$ cat config.mk
export PLATFORM = sky130hd
export DESIGN_NAME = sim_kbd_driver_flat
export DESIGN_NICKNAME = d
export VERILOG_FILES = /design/src/rtl/sim_kbd_driver_pkg.sv /design/src/rtl/sim_kbd_driver_if.sv /design/src/rtl/sim_kbd_driver_fifo.sv /design/src/rtl/sim_kbd_driver.sv /design/src/flat_wrapper.sv
export SDC_FILE = /design/constraint.sdc
export NUM_CORES = 1
export LEC_CHECK = 0
export ABC_AREA = 1
export CAP_MARGIN = 25
export CORE_MARGIN = 5
export CORE_UTILIZATION = 51
export CTS_CLUSTER_DIAMETER = 100
export DETAILED_ROUTE_END_ITERATION = 10
export PLACE_DENSITY = 0.75
export SLEW_MARGIN = 10
export SYNTH_ARGS = -nofsm -noshare
export SYNTH_HDL_FRONTEND = slang
export SYNTH_HIERARCHICAL = 1
export SYNTH_SLANG_ARGS = --single-unit
$ cat constraint.sdc
create_clock -name clk -period 2.7 [get_ports clk]
set_input_delay 0.81 -clock clk [delete_from_list [all_inputs] [get_ports clk]]
set_output_delay 0.81 -clock clk [all_outputs]
set_load 0.05 [all_outputs]
$ cat src/rtl/sim_kbd_driver_pkg.sv
// Shared definitions for the keyboard stimulus driver: state encodings,
// status counter width and a saturating increment helper.
package sim_kbd_driver_pkg;

  localparam int CNT_W = 16;

  localparam logic [1:0] KBD_ST_IDLE   = 2'd0;
  localparam logic [1:0] KBD_ST_ASSERT = 2'd1;
  localparam logic [1:0] KBD_ST_GAP    = 2'd2;

  function automatic logic [CNT_W-1:0] sat_inc(input logic [CNT_W-1:0] v);
    return (v == {CNT_W{1'b1}}) ? v : v + CNT_W'(1);
  endfunction

endpackage

$ cat src/rtl/sim_kbd_driver_if.sv
// Keyboard interrupt handshake between the stimulus driver and the system.
interface sim_kbd_driver_if #(
  parameter int DATA_WIDTH = 8
);
  logic                  kbd_int;
  logic [DATA_WIDTH-1:0] kbd_data;
  logic                  kbd_int_ack;

  modport master (output kbd_int, output kbd_data, input kbd_int_ack);
  modport slave  (input kbd_int, input kbd_data, output kbd_int_ack);
endinterface

$ cat src/rtl/sim_kbd_driver_fifo.sv
// Synchronous code queue. A push into a full queue is accepted when a pop
// happens on the same edge, leaving the count unchanged.
module sim_byte_fifo #(
  parameter int WIDTH      = 8,
  parameter int DEPTH_LOG2 = 4
) (
  input  logic             clk,
  input  logic             rst,
  input  logic             push,
  input  logic             pop,
  input  logic [WIDTH-1:0] din,
  output logic [WIDTH-1:0] head,
  output logic             full,
  output logic             empty
);
  localparam int DEPTH = 1 << DEPTH_LOG2;
  localparam int CW    = DEPTH_LOG2 + 1;

  logic [WIDTH-1:0]      mem_q [DEPTH];
  logic [WIDTH-1:0]      mem_d [DEPTH];
  logic [DEPTH_LOG2-1:0] wr_ptr_q, wr_ptr_d;
  logic [DEPTH_LOG2-1:0] rd_ptr_q, rd_ptr_d;
  logic [CW-1:0]         count_q, count_d;
  logic                  do_push, do_pop;

  assign full    = (count_q == CW'(DEPTH));
  assign empty   = (count_q == '0);
  assign head    = mem_q[rd_ptr_q];
  assign do_pop  = pop & ~empty;
  assign do_push = push & (~full | do_pop);

  // next-state for storage, pointers and occupancy
  always_comb begin
    mem_d    = mem_q;
    wr_ptr_d = wr_ptr_q;
    rd_ptr_d = rd_ptr_q;
    count_d  = count_q;
    if (do_push) begin
      mem_d[wr_ptr_q] = din;
      wr_ptr_d        = wr_ptr_q + DEPTH_LOG2'(1);
    end
    if (do_pop) begin
      rd_ptr_d = rd_ptr_q + DEPTH_LOG2'(1);
    end
    case ({do_push, do_pop})
      2'b10:   count_d = count_q + CW'(1);
      2'b01:   count_d = count_q - CW'(1);
      default: count_d = count_q;
    endcase
  end

  // pointer and count registers with synchronous reset
  always_ff @(posedge clk) begin
    if (rst) begin
      wr_ptr_q <= '0;
      rd_ptr_q <= '0;
      count_q  <= '0;
    end else begin
      wr_ptr_q <= wr_ptr_d;
      rd_ptr_q <= rd_ptr_d;
      count_q  <= count_d;
    end
  end

  // storage array; contents are don't-care while the queue is empty
  always_ff @(posedge clk) begin
    mem_q <= mem_d;
  end

endmodule

$ cat src/rtl/sim_kbd_driver.sv
// Scripted keyboard interrupt driver: presents queued codes one at a time,
// waits for a synchronised ack, retries on timeout and keeps status counters.
//
//  state  | meaning
//  IDLE   | kbd_int low, waiting for enable and a queued code
//  ASSERT | kbd_int high with head code on kbd_data, waiting for ack or timeout
//  GAP    | kbd_int low for GAP_CYCLES before the next code may be raised
module sim_kbd_driver
  import sim_kbd_driver_pkg::*;
#(
  parameter int DATA_WIDTH  = 8,
  parameter int DEPTH_LOG2  = 4,
  parameter int GAP_CYCLES  = 64,
  parameter int ACK_TIMEOUT = 1024,
  parameter int MAX_RETRY   = 2,
  parameter int SYNC_STAGES = 2
) (
  input  logic                  clk,
  input  logic                  rst,
  input  logic                  enable,
  input  logic                  load_valid,
  input  logic [DATA_WIDTH-1:0] load_data,
  output logic                  load_ready,
  sim_kbd_driver_if.master      kbd,
  output logic                  busy,
  output logic [CNT_W-1:0]      sent_cnt,
  output logic [CNT_W-1:0]      timeout_cnt,
  output logic [CNT_W-1:0]      drop_cnt,
  output logic [CNT_W-1:0]      spurious_cnt
);
  localparam int TMAX = (ACK_TIMEOUT > GAP_CYCLES) ? ACK_TIMEOUT : GAP_CYCLES;
  localparam int TW   = $clog2(TMAX + 1);
  localparam int RW   = $clog2(MAX_RETRY + 2);

  logic [SYNC_STAGES-1:0] sync_q, sync_d;
  logic                   ack_s, ack_s_d_q, ack_rise;
  logic [1:0]             state_q, state_d;
  logic [TW-1:0]          tmr_q, tmr_d;
  logic [RW-1:0]          retry_q, retry_d;
  logic                   int_q, int_d;
  logic [DATA_WIDTH-1:0]  data_q, data_d;
  logic [CNT_W-1:0]       sent_q, sent_d, tmo_q, tmo_d, drop_q, drop_d, spur_q, spur_d;
  logic                   pop, push, full, empty;
  logic [DATA_WIDTH-1:0]  head;

  sim_byte_fifo #(
    .WIDTH      (DATA_WIDTH),
    .DEPTH_LOG2 (DEPTH_LOG2)
  ) u_fifo (
    .clk   (clk),
    .rst   (rst),
    .push  (push),
    .pop   (pop),
    .din   (load_data),
    .head  (head),
    .full  (full),
    .empty (empty)
  );

  assign load_ready   = ~full | pop;
  assign push         = load_valid & load_ready;
  assign busy         = (state_q != KBD_ST_IDLE) | ~empty;
  assign ack_s        = sync_q[SYNC_STAGES-1];
  assign ack_rise     = ack_s & ~ack_s_d_q;
  assign kbd.kbd_int  = int_q;
  assign kbd.kbd_data = data_q;
  assign sent_cnt     = sent_q;
  assign timeout_cnt  = tmo_q;
  assign drop_cnt     = drop_q;
  assign spurious_cnt = spur_q;

  // shift the asynchronous ack into the clk domain
  always_comb begin
    sync_d    = sync_q << 1;
    sync_d[0] = kbd.kbd_int_ack;
  end

  // handshake FSM, timer, retry count and status counters
  always_comb begin
    state_d = state_q;
    tmr_d   = tmr_q;
    retry_d = retry_q;
    int_d   = int_q;
    data_d  = data_q;
    sent_d  = sent_q;
    tmo_d   = tmo_q;
    drop_d  = drop_q;
    spur_d  = spur_q;
    pop     = 1'b0;

    if (ack_rise && (state_q != KBD_ST_ASSERT)) spur_d = sat_inc(spur_q);

    case (state_q)
      KBD_ST_IDLE: begin
        int_d = 1'b0;
        if (enable && !empty) begin
          state_d = KBD_ST_ASSERT;
          int_d   = 1'b1;
          data_d  = head;
          tmr_d   = '0;
        end
      end
      KBD_ST_ASSERT: begin
        // ack takes priority over a timeout landing on the same cycle
        if (ack_rise) begin
          pop     = 1'b1;
          sent_d  = sat_inc(sent_q);
          retry_d = '0;
          int_d   = 1'b0;
          tmr_d   = '0;
          state_d = KBD_ST_GAP;
        end else if (tmr_q == TW'(ACK_TIMEOUT - 1)) begin
          tmo_d   = sat_inc(tmo_q);
          int_d   = 1'b0;
          tmr_d   = '0;
          state_d = KBD_ST_GAP;
          if (retry_q < RW'(MAX_RETRY)) begin
            retry_d = retry_q + RW'(1);
          end else begin
            pop     = 1'b1;
            drop_d  = sat_inc(drop_q);
            retry_d = '0;
          end
        end else begin
          tmr_d = tmr_q + TW'(1);
        end
      end
      KBD_ST_GAP: begin
        int_d = 1'b0;
        if (tmr_q == TW'(GAP_CYCLES - 1)) begin
          tmr_d = '0;
          if (enable && !empty) begin
            state_d = KBD_ST_ASSERT;
            int_d   = 1'b1;
            data_d  = head;
          end else begin
            state_d = KBD_ST_IDLE;
          end
        end else begin
          tmr_d = tmr_q + TW'(1);
        end
      end
      default: begin
        state_d = KBD_ST_IDLE;
        int_d   = 1'b0;
        tmr_d   = '0;
      end
    endcase
  end

  // all driver state registers, synchronous reset
  always_ff @(posedge clk) begin
    if (rst) begin
      sync_q    <= '0;
      ack_s_d_q <= 1'b0;
      state_q   <= KBD_ST_IDLE;
      tmr_q     <= '0;
      retry_q   <= '0;
      int_q     <= 1'b0;
      data_q    <= '0;
      sent_q    <= '0;
      tmo_q     <= '0;
      drop_q    <= '0;
      spur_q    <= '0;
    end else begin
      sync_q    <= sync_d;
      ack_s_d_q <= ack_s;
      state_q   <= state_d;
      tmr_q     <= tmr_d;
      retry_q   <= retry_d;
      int_q     <= int_d;
      data_q    <= data_d;
      sent_q    <= sent_d;
      tmo_q     <= tmo_d;
      drop_q    <= drop_d;
      spur_q    <= spur_d;
    end
  end

endmodule

$ cat src/flat_wrapper.sv
// flat-port wrapper written by rule: the top's interface ports become plain ports
module sim_kbd_driver_flat import sim_kbd_driver_pkg::*;
#(
  parameter int DATA_WIDTH  = 8,
  parameter int DEPTH_LOG2  = 4,
  parameter int GAP_CYCLES  = 64,
  parameter int ACK_TIMEOUT = 1024,
  parameter int MAX_RETRY   = 2,
  parameter int SYNC_STAGES = 2
)
  (clk, rst, enable, load_valid, load_data, load_ready, busy, sent_cnt, timeout_cnt, drop_cnt, spurious_cnt, kbd_kbd_int, kbd_kbd_data, kbd_kbd_int_ack);
  sim_kbd_driver_if #(.DATA_WIDTH(DATA_WIDTH)) kbd_i ();
  input  logic clk;
  input  logic rst;
  input  logic enable;
  input  logic load_valid;
  input  logic [DATA_WIDTH-1:0] load_data;
  output logic load_ready;
  output logic busy;
  output logic [CNT_W-1:0] sent_cnt;
  output logic [CNT_W-1:0] timeout_cnt;
  output logic [CNT_W-1:0] drop_cnt;
  output logic [CNT_W-1:0] spurious_cnt;
  output wire logic [$bits(kbd_i.kbd_int)-1:0] kbd_kbd_int;
  output wire logic [$bits(kbd_i.kbd_data)-1:0] kbd_kbd_data;
  input wire logic [$bits(kbd_i.kbd_int_ack)-1:0] kbd_kbd_int_ack;
  assign kbd_kbd_int = kbd_i.kbd_int;
  assign kbd_kbd_data = kbd_i.kbd_data;
  assign kbd_i.kbd_int_ack = kbd_kbd_int_ack;
  sim_kbd_driver #(.DATA_WIDTH(DATA_WIDTH), .DEPTH_LOG2(DEPTH_LOG2), .GAP_CYCLES(GAP_CYCLES), .ACK_TIMEOUT(ACK_TIMEOUT), .MAX_RETRY(MAX_RETRY), .SYNC_STAGES(SYNC_STAGES)) u_core (.clk(clk), .rst(rst), .enable(enable), .load_valid(load_valid), .load_data(load_data), .load_ready(load_ready), .kbd(kbd_i), .busy(busy), .sent_cnt(sent_cnt), .timeout_cnt(timeout_cnt), .drop_cnt(drop_cnt), .spurious_cnt(spurious_cnt));
endmodule
==> impl_metrics.prom <==
# TYPE chip_impl_metric gauge
chip_impl_info{name="outcome",value="completed"} 1
chip_impl_metric{name="number_of_flops_mapped_to_enable_cells_by_yosys",unit=""} 128
chip_impl_metric{name="final_area",unit="um^2"} 13200
chip_impl_metric{name="final_net_count",unit=""} 1402
chip_impl_metric{name="dpl.hpwl",unit="um"} 17900
chip_impl_metric{name="max_stage_delay",unit="ns"} 0.86
chip_impl_metric{name="drtAntennaViolNets",unit=""} 0
chip_impl_metric{name="fin_ws",unit="ns"} 0.0579
chip_impl_metric{name="post_drt_wl_per_cell",unit="um"} 16.2
chip_impl_metric{name="initial_utilization",unit=""} 0.517
chip_impl_metric{name="pin_count",unit=""} 88
chip_impl_metric{name="share_of_cells_above_drive_strength_1",unit=""} 0.105
chip_impl_metric{name="syn-instance-count",unit=""} 1248
chip_impl_metric{name="cap_violations",unit=""} 0
chip_impl_metric{name="grt_overflow_total",unit=""} 0
chip_impl_info{name="crit_path_cell_trace",value="clkdlybuf4s50_1"} 1
chip_impl_info{name="min-delay-path-class",value="reg2reg"} 1
chip_impl_metric{name="design_power_total",unit="mW"} 8.21
chip_impl_metric{name="syn_area_per_cell",unit="um^2"} 8.71
chip_impl_metric{name="floorplan.die_area",unit="um^2"} 24300
chip_impl_metric{name="utilization_after_layout",unit=""} 0.627
chip_impl_metric{name="cts_max_level",unit=""} 1
chip_impl_metric{name="power.static_leakage",unit="nW"} 4.68
chip_impl_metric{name="routed_via_density",unit=""} 5.50
chip_impl_metric{name="cp.arrival",unit="ns"} 1.83
chip_impl_metric{name="maxSlewViolCount",unit=""} 0
chip_impl_metric{name="post-synth-top-area-fraction",unit=""} 0.354
chip_impl_metric{name="maxSlewHeadroom",unit=""} 0.549
chip_impl_metric{name="final-setup-viol-count",unit=""} 0
chip_impl_metric{name="grt_util_all_layers",unit=""} 0.217
chip_impl_metric{name="warnings_synthesis",unit=""} 6
chip_impl_metric{name="via_count",unit=""} 9156
chip_impl_info{name="synth_top_cells_by_area",value="sky130_fd_sc_hd__edfxtp_1 (35%), sky130_fd_sc_hd__dfxtp_1 (19%), sky130_fd_sc_hd__nand2_1 (8.8%), sky130_fd_sc_hd__nor2_1 (7.7%), sky130_fd_sc_hd__o21ai_0 (3.9%)"} 1
chip_impl_metric{name="area_occupied_by_multi_input_gates",unit="um^2"} 4450
chip_impl_metric{name="synth.cell_area",unit="um^2"} 10900
chip_impl_metric{name="vias_in_the_first_global_route",unit=""} 8516
chip_impl_metric{name="wire_length_of_the_first_global_routing_pass",unit="um"} 43200
chip_impl_metric{name="place_ws",unit="ns"} -0.142
chip_impl_metric{name="crit_path_max_fanout",unit=""} 6
chip_impl_info{name="synth.cells.most_frequent",value="sky130_fd_sc_hd__nand2_1 (254), sky130_fd_sc_hd__nor2_1 (222), sky130_fd_sc_hd__edfxtp_1 (128)"} 1
chip_impl_metric{name="firstDrtPassIters",unit=""} 5
chip_impl_metric{name="placed_cell_area",unit="um^2"} 12200
chip_impl_metric{name="place.port_buffers",unit=""} 87
chip_impl_info{name="critical_path.top_delay_family",value="buffers and inverters"} 1
chip_impl_metric{name="clock_tree_buffer_depth",unit=""} 3
chip_impl_metric{name="fin_worst_skew",unit="ns"} 0.0140
chip_impl_metric{name="synth-async-reset-ratio",unit=""} 0
chip_impl_metric{name="worstPathRequired",unit="ns"} 1.89
chip_impl_info{name="critPathKind",value="reg2out"} 1
chip_impl_info{name="cts-root-buf",value="sky130_fd_sc_hd__clkbuf_16"} 1
chip_impl_info{name="critical_path.startpoint_type",value="register"} 1
chip_impl_metric{name="yosys_register_bits",unit=""} 232
chip_impl_metric{name="ys_seq_area_frac",unit=""} 0.545
chip_impl_metric{name="grt_start_max_net_pins",unit=""} 67
chip_impl_metric{name="placement_rows",unit=""} 53
chip_impl_metric{name="core",unit="um^2"} 21000
chip_impl_info{name="synthDominantAreaCellType",value="sky130_fd_sc_hd__edfxtp_1"} 1
chip_impl_metric{name="clock_buffers_created_by_tritoncts",unit=""} 25
chip_impl_info{name="cpMaxStageDelayCell",value="sky130_fd_sc_hd__clkdlybuf4s50_1"} 1
chip_impl_metric{name="power.density_cell_area",unit="nW/um^2"} 623
chip_impl_metric{name="postRouteWirelength",unit="um"} 27000
chip_impl_metric{name="area.sequential",unit="um^2"} 5930
chip_impl_metric{name="clkSlewWorstSetupHoldPaths",unit="ns"} 0.07
chip_impl_metric{name="cts_num_sinks",unit=""} 232
chip_impl_metric{name="timing.final.hold_violations",unit=""} 0
chip_impl_metric{name="final_min_period_over_clock_period",unit=""} 0.979
chip_impl_metric{name="yosys_cell_types",unit=""} 36
chip_impl_metric{name="insertion_delay",unit="ns"} 0.54
chip_impl_metric{name="max_freq",unit="MHz"} 378
chip_impl_metric{name="first_iter_violations",unit=""} 912
chip_impl_metric{name="antenna_found_initial",unit=""} 0
chip_impl_metric{name="mappedNetlistNets",unit=""} 1279
chip_impl_info{name="yosys_most_used_dff",value="sky130_fd_sc_hd__edfxtp_1"} 1
chip_impl_metric{name="antenna_cells_inserted",unit=""} 0
chip_impl_metric{name="vdd_drop_max",unit="mV"} 0.663
chip_impl_metric{name="globalplace.congestion",unit=""} 0.909
chip_impl_info{name="cts_tree",value="yes"} 1
chip_impl_metric{name="fp.dieW",unit="um"} 156
chip_impl_info{name="leading_cell_type_by_number_of_instances_after_synthesis",value="sky130_fd_sc_hd__nand2_1"} 1
chip_impl_metric{name="areaGrowthSynthToFinish",unit="%"} 21.3
chip_impl_metric{name="critPathBufInv",unit=""} 1
chip_impl_metric{name="die-height",unit="um"} 156
chip_impl_info{name="crit_path_end_kind",value="primary output"} 1
chip_impl_metric{name="route.detailed.drc",unit=""} 0
chip_impl_metric{name="max_slew.worst_pin.slew",unit="ns"} 0.677
chip_impl_info{name="setup_repair_after_global_routing_missed_its_margin",value="false"} 1
chip_impl_metric{name="nFillCells",unit=""} 1700
chip_impl_metric{name="finalWorstPathRequiredPeriod",unit="ns"} 2.64
[cell usage in the layout (no fill, tap or decap), drive strengths merged, types with 15 or more instances in the layout]
cell,Yosys,routed
edfxtp,128,128
dfxtp,104,104
nand3,86,86
xor2,23,23
a21oi,72,72
nand4,16,16
nand2,258,258
buf,25,56
nor3,15,15
clkbuf,19,37
ha,17,17
inv,83,84
o211ai,21,21
nor2,238,238
o21ai,100,100
clkdlybuf4s50,0,80
xnor2,15,15
[flip-flops by register name, indices dropped and copies added, names as in the netlist, 2 cells and up]
| register | count |
|---|---|
| u_core/spurious_cnt | 16 |
| u_core/sent_cnt | 16 |
| u_core/drop_cnt | 16 |
| u_core/kbd.kbd_data | 8 |
| u_core/u_fifo/wr_ptr_q | 4 |
| u_core/retry_q | 2 |
| u_core/tmr_q | 11 |
| u_core/state_q | 2 |
| u_core/u_fifo/count_q | 5 |
| u_core/timeout_cnt | 16 |
| u_core/u_fifo/rd_ptr_q | 4 |
| u_core/u_fifo/mem_q | 128 |
| u_core/sync_q | 2 |
[through the flow]
| stage | TNS [ns] | cells | hold slack, ns |
|---|---|---|---|
| 2_1_floorplan | 0 | 1248 | 0.388 |
| 3_3_place_gp | -7.12 | 1617 | 0.402 |
| 3_5_place_dp | -6.65 | 1617 | 0.408 |
| 4_1_cts | 0 | 1665 | 0.412 |
| 5_1_grt | 0 | 1665 | 0.441 |
| 6_report | 0 | 1665 | 0.405 |
[cell families (layout without fill, tap and decap cells)]
logic type / Yosys count / in the layout / share of synthesized area
flip-flops: 232 / 232 / 0.545
adder cells (fa/ha/maj): 18 / 18 / 0.0214
buffers and inverters: 129 / 271 / 0.0520
AND/OR/NAND/NOR: 619 / 619 / 0.241
AO/OA/AOI/OAI: 212 / 212 / 0.110
XOR/XNOR: 38 / 38 / 0.0306
[report_power, final]
| group | leakage (nW) | internal [mW] | switching, mW |
|---|---|---|---|
| Clock | 0.419 | 2.13 | 1.39 |
| Sequential | 2.00 | 3.80 | 0.0531 |
| Combinational | 2.27 | 0.254 | 0.577 |
[final cells by class]
class	instances	area share
sequential	232	0.450
multi-input combinational	887	0.337
timing repair buffer	140	0.0981
clock buffer	37	0.0547
tap	275	0.0261
inverter	85	0.0242
clock inverter	9	0.00968
[repair_timing]
| item | in CTS | in global routing |
|---|---|---|
| hold buffers | 0 | 0 |
| endpoints found under the setup margin | 3 | 99 |
| buffers inserted | 2 | 0 |
| pin swaps | 2 | 2 |
| cloned | 0 | 0 |
| gates resized for setup | 9 | 15 |
[metal layers]
metal	global-route usage	wire, um	vias up	part of all wire
met1	0.288	11300	4329	0.42
met3	0.0366	1940	53	0.072
li1	-	-	4455	-
met4	0.0692	738	0	0.027
met2	0.365	13100	319	0.48
met5	0	0	-	0
[final timing paths]
kind,slack [ns],cells past startpoint,end,start
setup / recovery,0.06,1,spurious_cnt[5],u_core/spurious_cnt[5]$_SDFFE_PP0P_
hold / removal,0.40,2,u_core/sync_q[1]$_SDFF_PP0_,u_core/sync_q[0]$_SDFF_PP0_
setup reg to reg,0.25,20,u_core/u_fifo/count_q[3]$_SDFFE_PP0P_,u_core/tmr_q[0]$_SDFFE_PP0N_
hold reg to reg,0.40,2,u_core/sync_q[1]$_SDFF_PP0_,u_core/sync_q[0]$_SDFF_PP0_
(Power assumes the default switching activity.)
